### config.mk
export PLATFORM = sky130hd
export DESIGN_NAME = hazard_stall_ctrl
export DESIGN_NICKNAME = d
export VERILOG_FILES = /design/src/rtl/hazard_stall_ctrl.sv
export SDC_FILE = /design/constraint.sdc
export NUM_CORES = 1
export LEC_CHECK = 0
export ABC_AREA = 1
export CORE_ASPECT_RATIO = 1.1
export CORE_MARGIN = 3
export CORE_UTILIZATION = 35
export CTS_BUF_LIST = sky130_fd_sc_hd__clkbuf_4
export DETAILED_ROUTE_END_ITERATION = 10
export GPL_TIMING_DRIVEN = 0
export PLACE_DENSITY = 0.88
export SYNTH_ARGS = -nofsm -noshare
export SYNTH_HDL_FRONTEND = slang
export SYNTH_SLANG_ARGS = --single-unit
### constraint.sdc
create_clock -name clk -period 4.6 [get_ports clk]
set_input_delay 0.92 -clock clk [delete_from_list [all_inputs] [get_ports clk]]
set_output_delay 0.92 -clock clk [all_outputs]
set_load 0.1 [all_outputs]
### src/rtl/hazard_stall_ctrl.sv
// Pipeline sequencing controller: load-use stall, taken-branch flush, data-memory wait/timeout.
// Optional performance counters are built when HAZARD_PERF_CNT_EN is defined.
module hazard_stall_ctrl #(
  parameter int MEM_TIMEOUT = 15
) (
  input  logic        clk,
  input  logic        reset,
  input  logic [4:0]  id_rs1,
  input  logic [4:0]  id_rs2,
  input  logic        id_uses_rs2,
  input  logic        ex_mem_read,
  input  logic [4:0]  ex_rd,
  input  logic        branch_taken,
  input  logic        dmem_req,
  input  logic        dmem_ack,
  output logic        pc_write,
  output logic        ifid_not_write,
  output logic        ifid_flush,
  output logic        idex_bubble,
  output logic        pipe_hold,
  output logic        mem_err,
  output logic [1:0]  state,
  output logic [31:0] lu_stall_cnt,
  output logic [31:0] mem_stall_cnt,
  output logic [31:0] flush_cnt
);

  localparam int WW = $clog2(MEM_TIMEOUT + 1);
  localparam logic [WW-1:0] TMO = WW'(MEM_TIMEOUT);

  typedef enum logic [1:0] {
    RUN      = 2'd0,
    MEM_WAIT = 2'd1,
    MEM_ERR  = 2'd2
  } state_t;

  state_t        state_q, state_d;
  logic [WW-1:0] wait_q, wait_d;
  logic          hazard, mem_stall;

  assign hazard    = ex_mem_read & (ex_rd != 5'd0) &
                     ((ex_rd == id_rs1) | (id_uses_rs2 & (ex_rd == id_rs2)));
  assign mem_stall = dmem_req & ~dmem_ack;

  always_ff @(posedge clk) begin
    if (reset) begin
      state_q <= RUN;
      wait_q  <= '0;
    end else begin
      state_q <= state_d;
      wait_q  <= wait_d;
    end
  end

  always_comb begin
    pc_write       = 1'b1;
    ifid_not_write = 1'b0;
    ifid_flush     = 1'b0;
    idex_bubble    = 1'b0;
    pipe_hold      = 1'b0;
    mem_err        = 1'b0;
    state_d        = state_q;
    wait_d         = wait_q;
    if (reset) begin
      pc_write    = 1'b0;
      ifid_flush  = 1'b1;
      idex_bubble = 1'b1;
    end else begin
      case (state_q)
        MEM_WAIT: begin
          if (dmem_ack) begin
            // Access completes: ordinary RUN priorities with the memory stall gone.
            state_d = RUN;
            wait_d  = '0;
            if (branch_taken) begin
              ifid_flush  = 1'b1;
              idex_bubble = 1'b1;
            end else if (hazard) begin
              pc_write       = 1'b0;
              ifid_not_write = 1'b1;
              idex_bubble    = 1'b1;
            end
          end else begin
            pc_write       = 1'b0;
            ifid_not_write = 1'b1;
            pipe_hold      = 1'b1;
            if (wait_q == TMO) state_d = MEM_ERR;
            else               wait_d  = wait_q + WW'(1);
          end
        end
        MEM_ERR: begin
          mem_err     = 1'b1;
          ifid_flush  = 1'b1;
          idex_bubble = 1'b1;
          pc_write    = 1'b0;
          state_d     = RUN;
          wait_d      = '0;
        end
        default: begin
          if (mem_stall) begin
            pc_write       = 1'b0;
            ifid_not_write = 1'b1;
            pipe_hold      = 1'b1;
            state_d        = MEM_WAIT;
            wait_d         = WW'(1);
          end else if (branch_taken) begin
            ifid_flush  = 1'b1;
            idex_bubble = 1'b1;
          end else if (hazard) begin
            pc_write       = 1'b0;
            ifid_not_write = 1'b1;
            idex_bubble    = 1'b1;
          end
        end
      endcase
    end
  end

  assign state = reset ? 2'd0 : state_q;

`ifdef HAZARD_PERF_CNT_EN
  logic [31:0] lu_q, lu_d, mem_q, mem_d, fl_q, fl_d;
  logic        lu_inc;

  // Only the load-use stall asserts both write-inhibit and bubble.
  assign lu_inc = ifid_not_write & idex_bubble;
  assign lu_d   = (lu_inc && lu_q != 32'hFFFF_FFFF) ? lu_q + 32'd1 : lu_q;
  assign mem_d  = (pipe_hold && mem_q != 32'hFFFF_FFFF) ? mem_q + 32'd1 : mem_q;
  assign fl_d   = (ifid_flush && fl_q != 32'hFFFF_FFFF) ? fl_q + 32'd1 : fl_q;

  always_ff @(posedge clk) begin
    if (reset) begin
      lu_q  <= '0;
      mem_q <= '0;
      fl_q  <= '0;
    end else begin
      lu_q  <= lu_d;
      mem_q <= mem_d;
      fl_q  <= fl_d;
    end
  end

  assign lu_stall_cnt  = reset ? 32'd0 : lu_q;
  assign mem_stall_cnt = reset ? 32'd0 : mem_q;
  assign flush_cnt     = reset ? 32'd0 : fl_q;
`else
  assign lu_stall_cnt  = 32'd0;
  assign mem_stall_cnt = 32'd0;
  assign flush_cnt     = 32'd0;
`endif

endmodule

==> run_results.csv, run 1 <==
group,metric,value,unit
timing,finClkSkew,0.0001826,ns
final_layout,antenna_cells,0,
placed_design,placement.setup.worst_slack,0.3306,ns
clock_network,numClockSinks,6,
route,drt_first_iter_violations,48,
synth,ys_seq_elements,6,
worst_hold_path,hold_path_class,"reg2reg",
global_route,globalRouteOverflowTotal,0,
critical_path,cp_slowest_stage_delay,1.14,ns
final_layout,count_of_filler_cells_inserted_in_the_layout,374,
synth,yosysWarnings,0,
final_layout,final_area,2175,µm²
route,remaining_drc_errors,0,
synth,synth.top_cells.by_area,"sky130_fd_sc_hd__buf_4 50%, sky130_fd_sc_hd__nand2_1 9.0%, sky130_fd_sc_hd__dfxtp_1 8.3%, sky130_fd_sc_hd__inv_1 7.0%, sky130_fd_sc_hd__nor2_1 3.4%",
final_layout,layout.nets,375,
synth,synthArstFlopShare,0,
critical_path,setup.worst_path.start,"ex_rd[4]",
synth,ys_dominant_reg_cell,"sky130_fd_sc_hd__dfxtp_1",
global_route,grt_pass1_vias,1142,
final_layout,multi_input_area,845.8,µm²
route,drt-wirelength-per-cell,7.784,µm
clock_network,tritoncts,"done",
critical_path,setup.worst_path.end_class,"output pin",
clock_network,cts.htree.levels,1,
route,num_vias,1321,
floorplan,design.die.area,4960,µm²
final_layout,flow.area_growth_from_synthesis,49.70,%
status,result_of_the_run,"complete, no violations",
final_layout,drive_gt1_frac,0.3477,
route,vias_per_cell,3.319,
critical_path,setup.worst_path.class,"in2out",
synth,synthesis.area_per_instance,6.543,µm²
power,post-layout-total-power,651.7,µW
timing,setup-violations-final,0,
clock_network,clock_insertion_delay_worst_skew,0.25,ns
global_route,grt_antenna_before_repair,0,
timing,fin_hold_ws,0.4961,ns
critical_path,worstPathRequired,3.68,ns
global_route,global_route_wire_length_before_repair,4609,µm
synth,post_synthesis_cell_area,1453,µm²
floorplan,dieWidth,67.43,µm
global_route,grt_use_total,0.1167,
synth,synth_sequential_area_ratio,0.08269,
clock_network,postCtsSetupRepairBufs,0,
timing,achievable_freq,235.1,MHz
critical_path,worst_path_maximum_fanout,3,
timing,slew_headroom,0.3446,
timing,final_hold_viol_count,0,
placed_design,dp.final_hpwl,2920,µm
floorplan,ios,126,
timing,setup_repair_after_global_routing_missed_its_margin,"no",
placed_design,numPortBuffers,28,
clock_network,cts_hold_buf,0,
clock_network,max-clock-path-buffers,2,
floorplan,fp.dieH,73.57,µm
power,power_density,299.7,nW/µm²
critical_path,timing.critical_path.mode_cell,"sky130_fd_sc_hd__nand2_1",
synth,synth_cell_types,28,
clock_network,cts_resized,0,
timing,report.final.slew_viol_count,0,
final_layout,sequential_cell_area,120.1,µm²
route,firstDrtPassIters,4,
placed_design,routabilityCongestion,0.8012,
critical_path,arrival,3.33,ns
critical_path,timing.critical_path.slowest_stage_cell,"sky130_fd_sc_hd__clkdlybuf4s50_1",
placed_design,dpl-instance-area,2152,µm²
synth,synth_edf_count,0,
clock_network,cts.root.buffer_cell,"sky130_fd_sc_hd__clkbuf_4",
timing,tightest_slew,0.9801,ns
floorplan,initial_utilization,0.3795,
global_route,largest_net_degree_at_the_start_of_global_routing,9,
critical_path,sequence_of_cells_on_the_critical_path,"clkdlybuf4s50_1, inv_1, nand2_1, nand2_1, nor2_1, nand3_1, nand2_1, nand3_1, nand2_1, nand2_1, nor2_1, clkdlybuf4s50_1",
timing,timing.final.crit_period,4.254,ns
critical_path,worst_r2r_startpoint,"state_q[1]$_SDFFE_PP0P_",
worst_hold_path,min-delay-start,"wait_q[1]$_SDFFE_PP0P_",
critical_path,critical-path-top-delay-family,"buffers and inverters",
critical_path,startpoint_type,"input pin",
floorplan,placeableCoreArea,3827,µm²
flow_run,max_cap_violations,0,
route,route.final.wire_length,3098,µm
synth,synth_top_cell_area_share,0.4961,
clock_network,cts_made_buffers,3,
timing,timing.setup.tns,0,ns
synth,cells_after_synthesis,222,
floorplan,floorplan.rows,23,
timing,post-route-worst-setup-slack,0.3459,ns
clock_network,clk_pin_slew_worst_paths,0.05,ns
timing,post-route-period-util,0.9248,
power,leakagePower,1.372,nW
final_layout,most_used_cells_in_the_layout_excluding_fill_and_tap_cells,"96 x sky130_fd_sc_hd__buf_4, 96 x sky130_fd_sc_hd__conb_1, 35 x sky130_fd_sc_hd__nand2_1, 28 x sky130_fd_sc_hd__clkdlybuf4s50_1, 27 x sky130_fd_sc_hd__inv_1",
route,final_antenna_net_count,0,
power,ir_worst_vdd,0.0001434,V
synth,synth_top_cell_by_area,"sky130_fd_sc_hd__buf_4",
critical_path,critical_path_buf_inv_count,3,
==> state kept, by name (all words and copies together) (netlist names) <==
name,flops
state_q,2
wait_q,4
==> synthesized netlist by cell type, types with 2 or more instances <==
| cell type | count |
|---|---|
| sky130_fd_sc_hd__nor2_1 | 13 |
| sky130_fd_sc_hd__nand3_1 | 4 |
| sky130_fd_sc_hd__buf_4 | 96 |
| sky130_fd_sc_hd__nor3_1 | 3 |
| sky130_fd_sc_hd__dfxtp_1 | 6 |
| sky130_fd_sc_hd__nand2_1 | 35 |
| sky130_fd_sc_hd__o21ai_0 | 4 |
| sky130_fd_sc_hd__nand2_2 | 2 |
| sky130_fd_sc_hd__nor2_2 | 6 |
| sky130_fd_sc_hd__nor3b_2 | 2 |
| sky130_fd_sc_hd__inv_2 | 3 |
| sky130_fd_sc_hd__nand2_4 | 2 |
| sky130_fd_sc_hd__a21oi_1 | 2 |
| sky130_fd_sc_hd__inv_1 | 27 |
| sky130_fd_sc_hd__o21ai_2 | 2 |
| sky130_fd_sc_hd__ha_1 | 3 |
==> per-layer routing <==
layer	vias to the layer above	routed length (µm)	share of wire	global-route usage
met4	0	0	0	0.01802
met5	-	0	0	0
met1	525	971	0.31	0.09844
li1	729	-	-	-
met3	0	373	0.12	0.04128
met2	67	1752	0.57	0.2511
==> tightest hold or removal path, stage by stage, from the launching register on <==
cell,delay [ns]
sky130_fd_sc_hd__dfxtp_1,0.31
sky130_fd_sc_hd__inv_1,0.08
sky130_fd_sc_hd__a211oi_2,0.06
==> path summary, 6_finish.rpt <==
check                                         endpoint  slack, ns  depth (start not counted)
worst min-delay path            wait_q[1]$_SDFFE_PP0P_       0.50                          2
worst max register to register  wait_q[3]$_SDFFE_PP0P_       3.15                         10
worst max-delay path                    ifid_not_write       0.35                         12
worst min register to register  wait_q[1]$_SDFFE_PP0P_       0.50                          2
==> where the power goes <==
| part | leakage [nW] | internal [mW] | switching (mW) |
|---|---|---|---|
| clock | 0.0138 | 0.0297 | 0.0214 |
| sequential | 0.0490 | 0.0559 | 0.00240 |
| combinational | 1.31 | 0.102 | 0.441 |
| total | 1.37 | 0.187 | 0.465 |
==> logic make-up after synthesis <==
kind of cell,after synthesis,synth area share
DFF,6,0.08269
adders and majority gates,3,0.02584
buffers and inverters,128,0.5805
xor gates and xnor gates,1,0.006030
and+or+nand+nor,69,0.2308
AOI/OAI and AO/OA,14,0.07149
other,1,0.002582
==> final cells by class <==
type / instances / area share
buffer: 97 / 0.3331
clock buffer: 3 / 0.01036
inverter: 31 / 0.05466
sequential: 6 / 0.05524
multi-input combinational: 183 / 0.3890
timing repair buffer: 28 / 0.1289
tap: 50 / 0.02877
==> through the flow <==
| step | instances | utilization |
|---|---|---|
| floorplan | 317 | - |
| global placement | 395 | 0.5623 |
| detailed placement | 395 | 0.5623 |
| CTS | 398 | 0.5682 |
| global route | 398 | 0.5682 |
| finish | 398 | 0.5682 |
Note: power is estimated with default switching activity, not from simulation.
==> run 2: changes to the inputs <==
- HOLD_SLACK_MARGIN: unset -> 0.12
==> results of run 2 <==
The final DEF is identical to that of run 1; final timing and power are the same.
